<file path="config.mk">
export PLATFORM = sky130hd
export DESIGN_NAME = regfile_wb_ctrl_flat
export DESIGN_NICKNAME = d
export VERILOG_FILES = /design/src/rtl/regfile_wb_ctrl_pkg.sv /design/src/rtl/regfile_wb_ctrl_if.sv /design/src/rtl/regfile_wb_ctrl_wb_fifo.sv /design/src/rtl/regfile_wb_ctrl.sv /design/src/flat_wrapper.sv
export SDC_FILE = /design/constraint.sdc
export NUM_CORES = 1
export LEC_CHECK = 0
export CAP_MARGIN = 20
export CORE_MARGIN = 2
export CORE_UTILIZATION = 40
export DETAILED_ROUTE_END_ITERATION = 8
export GPL_ROUTABILITY_DRIVEN = 0
export GPL_TIMING_DRIVEN = 0
export PLACE_DENSITY = 0.68
export SLEW_MARGIN = 40
export SYNTH_ARGS = -nofsm -noshare
export SYNTH_HDL_FRONTEND = slang
export SYNTH_SLANG_ARGS = --single-unit
export TNS_END_PERCENT = 1
</file>
<file path="constraint.sdc">
create_clock -name i_clk -period 4.77 [get_ports i_clk]
set_input_delay 0.954 -clock i_clk [delete_from_list [all_inputs] [get_ports i_clk]]
set_output_delay 0.954 -clock i_clk [all_outputs]
set_load 0.01 [all_outputs]
</file>
<file path="src/rtl/regfile_wb_ctrl_pkg.sv">
// Shared types and sizes for the register-file writeback controller.
package regfile_pkg;

    localparam int unsigned XLEN  = 32;
    localparam int unsigned AW    = 5;
    localparam int unsigned NREGS = 32;

    typedef struct packed {
        logic [AW-1:0]   rd;
        logic [XLEN-1:0] data;
    } wb_req_t;

    // Which path produced the write currently held in the output register.
    typedef enum logic {
        SRC_A = 1'b0,
        SRC_B = 1'b1
    } wb_src_t;

endpackage

</file>
<file path="src/rtl/regfile_wb_ctrl_if.sv">
// Long-latency (source B) writeback handshake into the controller.
interface regfile_wb_ctrl_if;
    import regfile_pkg::*;

    logic            i_b_valid;
    logic            o_b_ready;
    logic [AW-1:0]   i_b_rd;
    logic [XLEN-1:0] i_b_data;

    modport master (output i_b_valid, i_b_rd, i_b_data, input o_b_ready);
    modport slave  (input i_b_valid, i_b_rd, i_b_data, output o_b_ready);

endinterface

</file>
<file path="src/rtl/regfile_wb_ctrl_wb_fifo.sv">
// Source-B result FIFO: DEPTH x wb_req_t with a registered not-full flag.
module wb_fifo
    import regfile_pkg::*;
#(
    parameter int unsigned DEPTH = 4
) (
    input  logic                     i_clk,
    input  logic                     i_reset,
    input  logic                     i_push,
    input  wb_req_t                  i_req,
    input  logic                     i_pop,
    output wb_req_t                  o_head,
    output logic                     o_full,
    output logic                     o_ready,
    output logic [$clog2(DEPTH):0]   o_count
);

    localparam int unsigned PW = $clog2(DEPTH);
    localparam int unsigned CW = PW + 1;

    wb_req_t         mem_q [DEPTH];
    logic [PW-1:0]   wr_ptr_q, wr_ptr_d;
    logic [PW-1:0]   rd_ptr_q, rd_ptr_d;
    logic [CW-1:0]   count_q, count_d;
    logic            ready_q;
    logic            do_push, do_pop;

    assign do_pop  = i_pop && (count_q != '0);
    assign do_push = i_push && (count_q != CW'(DEPTH));

    always_comb begin
        wr_ptr_d = wr_ptr_q;
        rd_ptr_d = rd_ptr_q;
        count_d  = count_q;
        if (do_push) begin
            wr_ptr_d = wr_ptr_q + 1'b1;
        end
        if (do_pop) begin
            rd_ptr_d = rd_ptr_q + 1'b1;
        end
        case ({do_push, do_pop})
            2'b10:   count_d = count_q + 1'b1;
            2'b01:   count_d = count_q - 1'b1;
            default: count_d = count_q;
        endcase
    end

    // Ready looks at the next count so it never depends combinationally on i_push.
    always_ff @(posedge i_clk or negedge i_reset) begin
        if (!i_reset) begin
            wr_ptr_q <= '0;
            rd_ptr_q <= '0;
            count_q  <= '0;
            ready_q  <= 1'b0;
        end else begin
            wr_ptr_q <= wr_ptr_d;
            rd_ptr_q <= rd_ptr_d;
            count_q  <= count_d;
            ready_q  <= (count_d != CW'(DEPTH));
        end
    end

    always_ff @(posedge i_clk) begin
        if (do_push) begin
            mem_q[wr_ptr_q] <= i_req;
        end
    end

    assign o_head  = mem_q[rd_ptr_q];
    assign o_full  = (count_q == CW'(DEPTH));
    assign o_ready = ready_q;
    assign o_count = count_q;

endmodule

</file>
<file path="src/rtl/regfile_wb_ctrl.sv">
// Merges ALU (A) and long-latency (B) writebacks onto the single regfile write port
// and tracks in-flight B destinations for decode stalls.
module regfile_wb_ctrl
    import regfile_pkg::*;
#(
    parameter int unsigned B_DEPTH = 4
) (
    input  logic              i_clk,
    input  logic              i_reset,
    input  logic              i_a_valid,
    input  logic [AW-1:0]     i_a_rd,
    input  logic [XLEN-1:0]   i_a_data,
    regfile_wb_ctrl_if.slave  b_if,
    input  logic              i_issue_valid,
    input  logic [AW-1:0]     i_issue_rd,
    input  logic [AW-1:0]     i_rs1_addr,
    input  logic [AW-1:0]     i_rs2_addr,
    output logic              o_rs1_busy,
    output logic              o_rs2_busy,
    output logic              o_rd_wren,
    output logic [AW-1:0]     o_rd_addr,
    output logic [XLEN-1:0]   o_rd_data
);

    wb_req_t                    fifo_head;
    wb_req_t                    fifo_req;
    logic                       fifo_full;
    logic                       fifo_ready;
    logic [$clog2(B_DEPTH):0]   fifo_count;
    logic                       fifo_push;
    logic                       fifo_pop;

    logic                       wren_q, wren_d;
    logic [AW-1:0]              addr_q, addr_d;
    logic [XLEN-1:0]            data_q, data_d;
    wb_src_t                    src_q, src_d;
    logic [NREGS-1:0]           sb_q, sb_d;
    logic                       b_on_port;

    assign fifo_req.rd   = b_if.i_b_rd;
    assign fifo_req.data = b_if.i_b_data;
    assign fifo_push     = b_if.i_b_valid && fifo_ready && !fifo_full;
    assign b_if.o_b_ready = fifo_ready;

    wb_fifo #(
        .DEPTH (B_DEPTH)
    ) u_fifo (
        .i_clk   (i_clk),
        .i_reset (i_reset),
        .i_push  (fifo_push),
        .i_req   (fifo_req),
        .i_pop   (fifo_pop),
        .o_head  (fifo_head),
        .o_full  (fifo_full),
        .o_ready (fifo_ready),
        .o_count (fifo_count)
    );

    // A always wins; x0 writes still consume their slot (B is popped) but never assert wren.
    always_comb begin
        fifo_pop = 1'b0;
        wren_d   = 1'b0;
        addr_d   = '0;
        data_d   = '0;
        src_d    = SRC_A;
        if (i_a_valid) begin
            if (i_a_rd != '0) begin
                wren_d = 1'b1;
                addr_d = i_a_rd;
                data_d = i_a_data;
            end
        end else if (fifo_count != '0) begin
            fifo_pop = 1'b1;
            src_d    = SRC_B;
            if (fifo_head.rd != '0) begin
                wren_d = 1'b1;
                addr_d = fifo_head.rd;
                data_d = fifo_head.data;
            end
        end
    end

    assign b_on_port = wren_q && (src_q == SRC_B);

    // Clear on the edge that commits the B write, then apply a same-edge issue so it wins.
    always_comb begin
        sb_d = sb_q;
        if (b_on_port) begin
            sb_d[addr_q] = 1'b0;
        end
        if (i_issue_valid && (i_issue_rd != '0)) begin
            sb_d[i_issue_rd] = 1'b1;
        end
        sb_d[0] = 1'b0;
    end

    always_ff @(posedge i_clk or negedge i_reset) begin
        if (!i_reset) begin
            wren_q <= 1'b0;
            addr_q <= '0;
            data_q <= '0;
            src_q  <= SRC_A;
            sb_q   <= '0;
        end else begin
            wren_q <= wren_d;
            addr_q <= addr_d;
            data_q <= data_d;
            src_q  <= src_d;
            sb_q   <= sb_d;
        end
    end

    assign o_rd_wren = wren_q;
    assign o_rd_addr = addr_q;
    assign o_rd_data = data_q;

    assign o_rs1_busy = (i_rs1_addr != '0) &&
                        (sb_q[i_rs1_addr] || (b_on_port && (addr_q == i_rs1_addr)));
    assign o_rs2_busy = (i_rs2_addr != '0) &&
                        (sb_q[i_rs2_addr] || (b_on_port && (addr_q == i_rs2_addr)));

endmodule

</file>
<file path="src/flat_wrapper.sv">
// flat-port wrapper written by rule: the top's interface ports become plain ports
module regfile_wb_ctrl_flat import regfile_pkg::*;
#(
    parameter int unsigned B_DEPTH = 4
)
  (i_clk, i_reset, i_a_valid, i_a_rd, i_a_data, i_issue_valid, i_issue_rd, i_rs1_addr, i_rs2_addr, o_rs1_busy, o_rs2_busy, o_rd_wren, o_rd_addr, o_rd_data, b_if_i_b_valid, b_if_i_b_rd, b_if_i_b_data, b_if_o_b_ready);
  regfile_wb_ctrl_if b_if_i ();
  input  logic i_clk;
  input  logic i_reset;
  input  logic i_a_valid;
  input  logic [AW-1:0] i_a_rd;
  input  logic [XLEN-1:0] i_a_data;
  input  logic i_issue_valid;
  input  logic [AW-1:0] i_issue_rd;
  input  logic [AW-1:0] i_rs1_addr;
  input  logic [AW-1:0] i_rs2_addr;
  output logic o_rs1_busy;
  output logic o_rs2_busy;
  output logic o_rd_wren;
  output logic [AW-1:0] o_rd_addr;
  output logic [XLEN-1:0] o_rd_data;
  input wire logic [$bits(b_if_i.i_b_valid)-1:0] b_if_i_b_valid;
  input wire logic [$bits(b_if_i.i_b_rd)-1:0] b_if_i_b_rd;
  input wire logic [$bits(b_if_i.i_b_data)-1:0] b_if_i_b_data;
  output wire logic [$bits(b_if_i.o_b_ready)-1:0] b_if_o_b_ready;
  assign b_if_i.i_b_valid = b_if_i_b_valid;
  assign b_if_i.i_b_rd = b_if_i_b_rd;
  assign b_if_i.i_b_data = b_if_i_b_data;
  assign b_if_o_b_ready = b_if_i.o_b_ready;
  regfile_wb_ctrl #(.B_DEPTH(B_DEPTH)) u_core (.i_clk(i_clk), .i_reset(i_reset), .i_a_valid(i_a_valid), .i_a_rd(i_a_rd), .i_a_data(i_a_data), .b_if(b_if_i), .i_issue_valid(i_issue_valid), .i_issue_rd(i_issue_rd), .i_rs1_addr(i_rs1_addr), .i_rs2_addr(i_rs2_addr), .o_rs1_busy(o_rs1_busy), .o_rs2_busy(o_rs2_busy), .o_rd_wren(o_rd_wren), .o_rd_addr(o_rd_addr), .o_rd_data(o_rd_data));
endmodule
</file>
### Word-level counts from Yosys, hierarchy flattened

Memories as Yosys holds them, arrays and structs flattened.
Index checks and enable logic that the tools add are counted.

| cells by class | value |
|---|---|
| add/subtract/negate cells | 4 |
| $lt $le $gt $ge | 6 |
| reductions and logical operators | 21 |
| bitwise operators | 3 |
| eq/ne operators | 7 |
| mux-type cells | 27 |

Operators by type and width:

| kind | count |
|---|---|
| two-way mux 32 bit | 6 |
| bitwise AND 32 bit | 1 |
| inverter 32 bit | 1 |
| bitwise OR 32 bit | 1 |
| nonzero test 5 bit | 5 |
| less-than comparator 5 x 6 -> 1 bit, second input constant | 4 |
| two-way mux 5 bit | 4 |
| logical AND 1 bit | 12 |
| two-way mux 1 bit | 12 |
| binary-select mux 1 bit (select 5 bit) | 2 |
| demux 1 bit (select 5 bit) | 2 |
| == test 5 bit | 2 |
| >= comparator 5 x 1 -> 1 bit, second input constant | 2 |
| inequality test 3 bit, second input constant | 2 |
| case mux 3 bit (2 select lines) | 1 |
| adder 2 x 1 -> 2 bit, second input constant | 2 |
| adder 3 x 1 -> 3 bit, second input constant | 1 |
| == test 3 bit, second input constant | 1 |
| nonzero test 3 bit | 1 |
| subtractor 3 x 1 -> 3 bit, second input constant | 1 |
| == test 2 x 1 -> 1 bit, second input constant | 1 |
| == test 2 bit, second input constant | 1 |
| logical OR 1 bit | 2 |
| logical NOT 1 bit | 1 |

| word-level totals | value |
|---|---|
| word-level logic and storage cells | 78 |
| bits in writable memories | 148 |
| register bits | 78 |
| output and inout port bits | 41 |
| memories kept | 1 |

Memory list:

| name | depth | width | read ports | clocked after Yosys merged registers in | wr ports | RTL line | text |
|---|---|---|---|---|---|---|---|
| u_core.u_fifo.mem_q | 4 | 37 | 1 | 0 | 1 | regfile_wb_ctrl_wb_fifo.sv:21 | `wb_req_t mem_q [DEPTH];` |

### Longest topological paths before layout

Gate-level depths: netlist (run 1).

| logic depth | value |
|---|---|
| depth after elaboration | 9 |
| depth in mapped cells | 10 |

### Modules after synthesis

A second synthesis (run 1) with hierarchy kept.

| second synthesis, totals | value |
|---|---|
| cell total of the unflattened synthesis | 521 |
| area total of the unflattened synthesis | 9190.1 µm² |

Modules (own cells, without submodules):

| module | seq. area each (µm²) | cells each | area each (µm²) | times used |
|---|---|---|---|---|
| wb_fifo | 4644.5 | 232 | 5786.8 | 1 |
| regfile_wb_ctrl | 1751.7 | 289 | 3403.3 | 1 |

### Worst setup path after synthesis (run 1)

OpenSTA, ideal clock, no wires.

| path | value |
|---|---|
| kind | input-to-output |
| start | input i_rs2_addr[0] |
| end | output o_rs2_busy |
| stages | 5 |
| setup slack | 1.367 ns |
| arrival | 2.449 ns |
| path through | clkbuf_1 > clkbuf_1 > a211oi_1 > or4_1 > a32oi_1 |

| on the way | value |
|---|---|
| word-level cells in the longest chain between the ends | 4 |

RTL lines:

| element | RTL line | text |
|---|---|---|
| start: declaration | flat_wrapper.sv:16 | `input logic [AW-1:0] i_rs2_addr;` |
| binary-select mux 1 bit (select 5 bit) / == test 5 bit (equally long branches) | regfile_wb_ctrl.sv:120 | `(sb_q[i_rs2_addr] \|\| (b_on_port && (addr_q == i_rs2_addr)));` |
| two-way mux 1 bit (not written as such) / logical AND 1 bit (equally long branches) | regfile_wb_ctrl.sv:120 |  |
| logical OR 1 bit | regfile_wb_ctrl.sv:120 |  |
| logical AND 1 bit (*) | regfile_wb_ctrl.sv:119 | `assign o_rs2_busy = (i_rs2_addr != '0) &&` |
| end: declaration | flat_wrapper.sv:18 | `output logic o_rs2_busy;` |

Every way passes the cells marked *; elsewhere a longest branch is shown, timed or not. The select of a mux whose other input is x is not followed.

### Worst setup path in the final report (run 1)

| path | value |
|---|---|
| start | input i_rs1_addr[0] |
| end | output o_rs1_busy |

| on the way | value |
|---|---|
| word-level cells in the longest chain between the ends | 4 |

RTL lines:

| element | RTL line | text |
|---|---|---|
| start: declaration | flat_wrapper.sv:15 | `input logic [AW-1:0] i_rs1_addr;` |
| binary-select mux 1 bit (select 5 bit) / == test 5 bit (equally long branches) | regfile_wb_ctrl.sv:118 | `(sb_q[i_rs1_addr] \|\| (b_on_port && (addr_q == i_rs1_addr)));` |
| two-way mux 1 bit (not written as such) / logical AND 1 bit (equally long branches) | regfile_wb_ctrl.sv:118 |  |
| logical OR 1 bit | regfile_wb_ctrl.sv:118 |  |
| logical AND 1 bit (*) | regfile_wb_ctrl.sv:117 | `assign o_rs1_busy = (i_rs1_addr != '0) &&` |
| end: declaration | flat_wrapper.sv:17 | `output logic o_rs1_busy;` |

Marks and branches as above.

==> results of run 1 <==
==> through the flow <==
stage	TNS, ps	std cells	util, %
2_1_floorplan	0	534	-
3_3_place_gp	-5681	949	47.87
3_5_place_dp	0	955	48.44
4_1_cts	0	995	51.69
5_1_grt	0	995	51.69
6_report	0	995	51.69
==> metal layers <==
metal | up-vias | share of wire [%]
met5 | - | 0.061
met4 | 2 | 1.8
met3 | 34 | 8.6
met2 | 234 | 51
met1 | 2854 | 38
li1 | 2446 | -
==> power breakdown <==
group,internal (mW),switching (mW)
Clock,1.07,0.692
Combinational,1.02,0.979
Sequential,2.63,0.223
==> sequential cells by signal (all words and copies together), names as in the netlist <==
signal                  cells
u_core.o_rd_data           32
u_core.u_fifo.o_count       3
u_core.u_fifo.mem_q       148
u_core.u_fifo.o_ready       1
u_core.u_fifo.wr_ptr_q      2
u_core.sb_q                31
u_core.src_q                1
u_core.u_fifo.rd_ptr_q      2
u_core.o_rd_wren            1
u_core.o_rd_addr            5
==> critical path: stages <==
cell and delay, ps:
clkdlybuf4s50_1 560, buf_1 600, mux4_2 610, a31oi_1 170
o21ai_1 90, o21a_1 190, clkdlybuf4s50_1 470
==> logic make-up (layout without fill, tap and decap cells) <==
logic type      after synthesis  after routing  synth area share, %
xor+xnor                     15             15                1.436
flops                       226            226                69.93
buf+inv                      33            209                1.710
simple gates                 75             75                4.651
fa+ha+maj                     6              6               0.9029
mux                          57             57                12.78
compound gates              122            122                8.591
==> layout make-up <==
cell class / count / area [um2]
tap: 285 / 356.6
sequential: 226 / 6396
buffer: 26 / 130.1
fill: 1867 / 10900
timing repair buffer: 136 / 1421
clock buffer: 33 / 623.1
inverter: 7 / 26.28
clock inverter: 7 / 110.1
multi-input combinational: 275 / 2604
==> final timing paths <==
path / end / slack [ps] / cells past startpoint
worst max-delay path: o_rs1_busy / 180 / 7
worst min-delay path: u_core.sb_q[20] / 340 / 1
worst max register to register: u_core.o_rd_data[13] / 2260 / 6
worst min register to register: u_core.u_fifo.o_count[2] / 520 / 1
max in group asynchronous: u_core.o_rd_data[24] / 3860 / 2
min in group i_clk: u_core.u_fifo.o_count[2] / 520 / 1
==> cell usage in the layout (no fill, tap or decap), types with 7 or more instances in the layout <==
master and count:
a22o_1 37, clkbuf_1 26, clkbuf_16 23, clkdlybuf4s50_1 129, dfrtp_1 78, edfxtp_1 148, mux2i_1 8, mux4_2 45
nand2_1 16, nand3_1 7, nand3b_1 10, nor2_1 12, o21ai_0 21, o21ai_1 46, xnor2_1 8, xor2_1 7
==> results.yml, run 1 <==
run_status:
  outcome: "completed"
synthesis:
  synthArstFlopShare_pct: 34.51
  yosys.area.top_type: "edfxtp_1"
  synth_nets: 634
  yosysMostFrequentCell: "edfxtp_1"
  postSynthCellCount: 534
  ys_seq_area_share_pct: 69.93
  synth_area_um2: 9146
  synthDistinctLibCells: 44
  ys_ff_latch: 226
  synth_area_leaders: "edfxtp_1 (49%), dfrtp_1 (21%), mux4_2 (11%)"
  synth_edf_count: 148
  yosys.area.top_type_share_pct: 48.59
  synth_area_per_cell_um2: 17.13
  synth_flop_cell: "edfxtp_1"
  yosysWarnings: 0
  synth_common_cells: "edfxtp_1 (148), dfrtp_1 (78), o21ai_1 (46)"
hold_path:
  hold_path.class: "in -> async"
grt:
  grt_max_degree: 46
  antenna_found_initial: 2
  grtUsageMet3_pct: 4.819
  grt_overflow: 0
  grt_util_met1_pct: 21.26
  grt-busiest-layer: "met2"
  grt_usage_pct: 17.63
  grt_pass1_wl_mm: 32.75
  globalRouteMet2Util_pct: 31.56
  grt_pass1_vias: 6061
drt:
  num_vias: 5570
  drtIter0Drc: 386
  drtAntennaViolNets: 0
  wl_per_cell_um: 21.38
  via_per_inst: 5.598
  dr.pass1.iters: 5
  drc_errors: 0
  wl_mm: 21.27
job:
  max_cap_viol_count: 0
floorplanning:
  rows: 55
  start_util_pct: 40.52
  die_y_um: 155.2
  ioPinCount: 135
  die_width_um: 155.2
  core_area_um2: 22570
  dieArea_um2: 24090
timing:
  drv_slew: 0
  fmax_mhz: 217.7
  setup_slack_ps: 176.3
  hold_ws_ps: 342.4
  skew_ps: 18.44
  grt_setup_unrepaired: "no"
  setup_viol: 0
  worst_slew_pin_slew_ps: 744.8
  relSlewSlack_pct: 50.34
  fin_crit_ps: 4594
  finalCritPeriodShare_pct: 96.30
  hold_viol: 0
layout:
  area_growth_pct: 27.56
  antennaDiodeCount: 0
  final_nets: 795
  drive_gt1_share_pct: 13.24
  final_area_um2: 11670
setup_path:
  path_max_fanout: 10
  required_ps: 3820
  worstSetupPathType: "in -> out"
  cp-start-kind: "input pin"
  critPathArrivalTime_ps: 3640
  crit_path_end_kind: "output pin"
  rr_startpoint: "u_core.u_fifo.rd_ptr_q[1]"
  startpoint: "i_rs1_addr[0]"
clock_tree:
  cts_tree: "built"
  numCtsBuffers: 23
  cts_max_level: 1
  clk_latency_ps: 500
  cts_resized: 0
  cts_buffer_depth: 3
  clock_sinks: 226
  clkSlewWorstSetupHoldPaths_ps: 60
  postCtsSetupBuffers: 0
  clock_tree.root_cell: "clkbuf_16"
  hold_buffers: 0
placed_design:
  place_area_um2: 10930
  io_buffer_count: 130
  dp_hpwl_mm: 14.53
  place_ws_ps: 166.9
pwr:
  powerDensity_nw_per_um2: 566.4
  finalPower_mw: 6.609
  vdd_ir_drop_max_mv: 0.2837
  leakage_nw: 4.062
(Power assumes the default switching activity.)
==> inputs of run 2 (changes only) <==
- ABC_AREA: not set -> 1
- ABC_CLOCK_PERIOD_IN_PS: not set -> 4770
- PLACE_DENSITY: 0.68 -> 0.67
- SYNTH_HIERARCHICAL: not set -> 1
==> results.yml, run 2 <==
setup_path:
  r2r-end: "u_core/o_rd_data[1]"
  worstSetupPathType: "in -> out"
  crit_path_end_kind: "output pin"
  rr_worst_depth: 11
  path_max_fanout: 4
  r2r_setup_slack_ps: 2220
  cp-start-kind: "input pin"
  rr_startpoint: "u_core/u_fifo/rd_ptr_q[0]"
  critPathArrivalTime_ps: 2680
  required_ps: 3820
pwr:
  p_comb_share_pct: 36.8
  leakage_nw: 5.016
  vdd_ir_drop_max_mv: 0.2775
  p_clk_share_pct: 23.7
  seqPwrFrac_pct: 39.5
  switching_share_pct: 35.56
  powerDensity_nw_per_um2: 578.6
  p_int_mw: 4.664
  p_switching_mw: 2.574
layout:
  area_growth_pct: 26.83
  antennaDiodeCount: 0
  final_area_um2: 12510
  fin_util_pct: 51.59
  final_cell_count_no_fill: 1418
  final_common_cell: "edfxtp_1"
  final_nets: 1177
  top_register: "u_core/u_fifo/mem_q"
  layout_common_cells: "edfxtp_1 (148), inv_1 (137), o21ai_0 (130)"
  drive_gt1_share_pct: 10.33
  largest_register_ff_count: 148
synthesis:
  yosys.area.top_type: "edfxtp_1"
  synth_area_um2: 9863
  yosysMostFrequentCell: "edfxtp_1"
  synthDistinctLibCells: 29
  synth_nets: 1015
  ys_seq_area_share_pct: 64.85
  synth_area_leaders: "edfxtp_1 (45%), dfrtp_1 (20%), o21ai_0 (6.6%)"
  yosys.area.top_type_share_pct: 45.06
  synth_flop_cell: "edfxtp_1"
  synthArstFlopShare_pct: 34.51
  synth_edf_count: 148
  yosysWarnings: 6
  ys_ff_latch: 226
  synth_area_per_cell_um2: 10.78
  postSynthCellCount: 915
  synth_common_cells: "edfxtp_1 (148), inv_1 (137), o21ai_0 (130)"
drt:
  drtIter0Drc: 611
  num_vias: 7415
  drc_errors: 0
  wl_mm: 25.40
  dr.pass1.iters: 7
  drtAntennaViolNets: 0
  via_per_inst: 5.229
  wl_per_cell_um: 17.91
grt:
  grt_usage_pct: 19.57
  grt_pass1_vias: 7300
  grt_overflow: 0
  grt_pass1_wl_mm: 39.99
  grt_max_degree: 41
  antenna_found_initial: 1
floorplanning:
  rows: 57
  start_util_pct: 40.68
  ioPinCount: 135
  dieArea_um2: 25930
  core_area_um2: 24250
  die_width_um: 161.0
  die_y_um: 161.0
clock_tree:
  cts_max_level: 1
  clock_sinks: 226
  cts_buffer_depth: 3
  numCtsBuffers: 23
  clk_latency_ps: 510
  cts_resized: 0
  clock_tree.root_cell: "clkbuf_16"
  cts_tree: "built"
  hold_buffers: 0
  clkSlewWorstSetupHoldPaths_ps: 60
  postCtsSetupBuffers: 0
timing:
  worst_slew_pin_slew_ps: 761.3
  skew_ps: 18.70
  relSlewSlack_pct: 48.94
  fin_crit_ps: 3637
  fmax_mhz: 274.9
  setup_slack_ps: 1133
  drv_slew: 0
  hold_viol: 0
  setup_tns_ps: 0
  grt_setup_unrepaired: "no"
  finalCritPeriodShare_pct: 76.25
  setup_viol: 0
placed_design:
  io_buffer_count: 128
  place_ws_ps: 1170
  place_area_um2: 11780
  place_inst: 1376
  dp_hpwl_mm: 17.44
run_status:
  outcome: "completed"
hold_path:
  hold_path.class: "in -> async"
job:
  max_cap_viol_count: 0
[run 2: kinds of logic (layout without fill, tap and decap cells)]
logic type               Yosys count  count (layout)  synth area share [%]
buffers and inverters            182             361                 8.360
AND/OR/NAND/NOR                  271             271                 12.34
adder cells (fa/ha/maj)            6               6                0.8373
flip-flops                       226             226                 64.85
AO/OA/AOI/OAI                    226             226                 13.26
XOR/XNOR                           4               4                0.3553
[run 2: worst max-delay path, cell delays in order]
cell	delay [ps]
clkdlybuf4s50_1	500
inv_1	190
o21ai_0	100
a21oi_1	150
nand3_1	100
nand3_1	80
nand2_1	50
inv_1	40
clkdlybuf4s50_1	520
[run 2: through the flow]
stage	hold WS (ps)	power [mW]
6_report	361.5	7.238
5_1_grt	376.4	7.687
4_1_cts	361.8	7.276
3_5_place_dp	499.1	5.542
3_3_place_gp	492.1	5.400
2_1_floorplan	473.7	4.438
[run 2: worst max-delay path by stage]
stage	startpoint	endpoint	slack (ps)	cells after the start
after floorplan	b_if_i_b_valid	u_core/u_fifo/mem_q[0][0]	1480	4
after global placement	b_if_i_b_valid	u_core/u_fifo/mem_q[3][24]	-430	5
after detailed placement	i_rs2_addr[3]	o_rs2_busy	1170	9
after CTS	i_rs2_addr[3]	o_rs2_busy	1160	9
after global routing	i_rs2_addr[3]	o_rs2_busy	960	9
final	i_rs2_addr[3]	o_rs2_busy	1130	9
[run 2: power groups by stage]
stage	combinational (mW)	sequential, mW	clock (mW)
floorplan	1.52	2.92	0
global placement	2.48	2.92	0
detailed placement	2.65	2.89	0
CTS	2.67	2.86	1.75
global route	2.95	2.91	1.83
finish	2.67	2.86	1.71
[run 2: layout make-up]
| type | instances | area [um2] |
|---|---|---|
| clock inverters | 16 | 118.9 |
| inverters | 142 | 540.5 |
| fillers | 2165 | 11740 |
| clock buffers | 26 | 606.8 |
| multi-input cells | 507 | 2673 |
| plain buffers | 40 | 284.0 |
| flip-flops and latches | 226 | 6396 |
| repair buffers | 137 | 1485 |
| well taps | 324 | 405.4 |
[run 2: metal layers]
layer / up-vias / wire length, um / GRT usage (%)
li1: 3481 / - / -
met1: 3551 / 10460 / 26.19
met2: 342 / 12440 / 33.53
met3: 39 / 2071 / 3.416
met4: 2 / 418 / 4.545
met5: - / 13 / 0
==> inputs of run 3 (changes only) <==
- ABC_CLOCK_PERIOD_IN_PS: 4770 -> 3200
- PLACE_DENSITY: 0.67 -> 0.7
- clock period: 4.77 -> 3.2 ns (I/O delays scaled with it)
==> results.yml, run 3 (synthesized netlist as in run 2, its figures left out) <==
floorplanning:
  dieArea_um2: 25930
  rows: 57
  core_area_um2: 24250
  ioPinCount: 135
  start_util_pct: 40.68
  die_width_um: 161.0
  die_y_um: 161.0
layout:
  largest_register_ff_count: 148
  multi_input_area_um2: 2673
  top_register: "u_core/u_fifo/mem_q"
  final_nets: 1178
  drive_gt1_share_pct: 10.31
  area_growth_pct: 27.38
  nFillCells: 2143
  register_area_um2: 6396
  final_common_cell: "edfxtp_1"
  layout_common_cells: "edfxtp_1 (148), inv_1 (137), o21ai_0 (130)"
timing:
  drv_slew: 0
  fin_crit_ps: 2972
  relSlewSlack_pct: 61.12
  setup_tns_ps: 0
  grt_setup_unrepaired: "no"
  setup_viol: 0
  skew_ps: 9.854
  worst_slew_pin_slew_ps: 579.7
  fmax_mhz: 336.5
  hold_viol: 0
  finalCritPeriodShare_pct: 92.87
setup_path:
  startpoint: "u_core/o_rd_addr[3]"
  critPathArrivalTime_ps: 2330
  required_ps: 2560
  crit_path_end_kind: "output pin"
  worstPathCellList: "clkbuf_1 -> inv_1 -> nand2_1 -> a21oi_1 -> nand3_1 -> nand3_1 -> nand2_1 -> inv_1 -> clkdlybuf4s50_1"
  crit_family: "buffers and inverters"
  cp-start-kind: "flop"
  cp_num_buf_inv: 4
  rr_startpoint: "u_core/u_fifo/o_count[1]"
  cpPeakStageDelay_ps: 520
  path_max_fanout: 8
  worstSetupPathType: "reg -> out"
  crit_slowest_cell: "clkdlybuf4s50_1"
pwr:
  leakage_nw: 5.040
  p_clk_share_pct: 24.6
  p_int_mw: 7.078
  powerDensity_nw_per_um2: 867.5
  p_comb_share_pct: 36.3
  seqPwrFrac_pct: 39.0
  finalPower_mw: 10.90
  switching_share_pct: 35.05
  p_switching_mw: 3.820
  vdd_ir_drop_max_mv: 0.5013
drt:
  drc_errors: 0
  wl_mm: 25.47
  drtAntennaViolNets: 0
  via_per_inst: 5.243
  drtIter0Drc: 899
  num_vias: 7451
  dr.pass1.iters: 5
  wl_per_cell_um: 17.92
run_status:
  outcome: "completed"
placed_design:
  io_buffer_count: 128
  dp_hpwl_mm: 17.55
grt:
  grt_max_degree: 47
  grt_overflow: 0
  grt_usage_pct: 19.36
  grt_pass1_wl_mm: 39.38
  antenna_found_initial: 3
  grt_pass1_vias: 7305
hold_path:
  hold_path.class: "in -> async"
clock_tree:
  clock_sinks: 226
  cts_resized: 0
  cts_buffer_depth: 3
  clkSlewWorstSetupHoldPaths_ps: 60
  hold_buffers: 0
  cts_max_level: 1
  clock_tree.root_cell: "clkbuf_16"
  clk_latency_ps: 510
  cts_tree: "built"
  numCtsBuffers: 24
  postCtsSetupBuffers: 0
job:
  max_cap_viol_count: 0
## run 3: worst register-to-register path, cell delays in order, from the launching register on
cell and delay, ps:
dfrtp_1 380, inv_2 70, nand3_1 130, inv_1 50, nor2_1 130, nand2_1 300
nor2_4 520, buf_8 240, buf_16 170
## run 3: layout make-up
cell class / instances / area share, %
flip-flops and latches: 226 / 50.91
multi-input cells: 507 / 21.27
repair buffers: 137 / 11.78
clock buffers: 32 / 5.428
inverters: 142 / 4.302
well taps: 324 / 3.227
plain buffers: 40 / 2.261
clock inverters: 12 / 0.7967
diodes: 1 / 0.01992
## run 3: power by group through the flow
stage	registers, mW	clock network, mW	logic, mW
after global placement	4.33	0	3.71
after detailed placement	4.30	0	3.95
final	4.25	2.69	3.96
after global routing	4.32	2.86	4.38
after CTS	4.25	2.74	3.97
after floorplan	4.35	0	2.27
## run 3: stage by stage
stage / instance area, um2 / worst slack [ps] / utilization (%) / hold slack, ps / cells
finish: 12560 / 228.1 / 51.81 / 28.37 / 1421
global route: 12560 / 87.76 / 51.81 / 41.76 / 1421
CTS: 12560 / 249.5 / 51.80 / 32.82 / 1420
detailed placement: 11780 / 296.4 / 48.58 / 499.5 / 1376
global placement: 11550 / -1645 / 47.63 / 490.9 / 1367
floorplan: 9863 / 228.9 / - / 344.4 / 915
## run 3: layer usage
layer / share of wire, % / up-vias / global-route usage [%] / wire, um
met2: 47 / 359 / 31.15 / 11910
met3: 9.8 / 55 / 4.340 / 2490
met5: 0.11 / - / 0 / 27
met1: 41 / 3552 / 26.00 / 10320
met4: 2.8 / 4 / 6.899 / 718
li1: - / 3481 / - / -
## run 3: final timing paths
check	endpoint	slack, ps	cells after the start
setup / recovery	o_rs1_busy	230	9
hold / removal	u_core/o_rd_data[26]	30	1
setup reg to reg	u_core/u_fifo/mem_q[3][21]	920	8
hold reg to reg	u_core/sb_q[24]	510	2
max in group asynchronous	u_core/o_rd_data[6]	2610	2
min in group i_clk	u_core/sb_q[24]	510	2
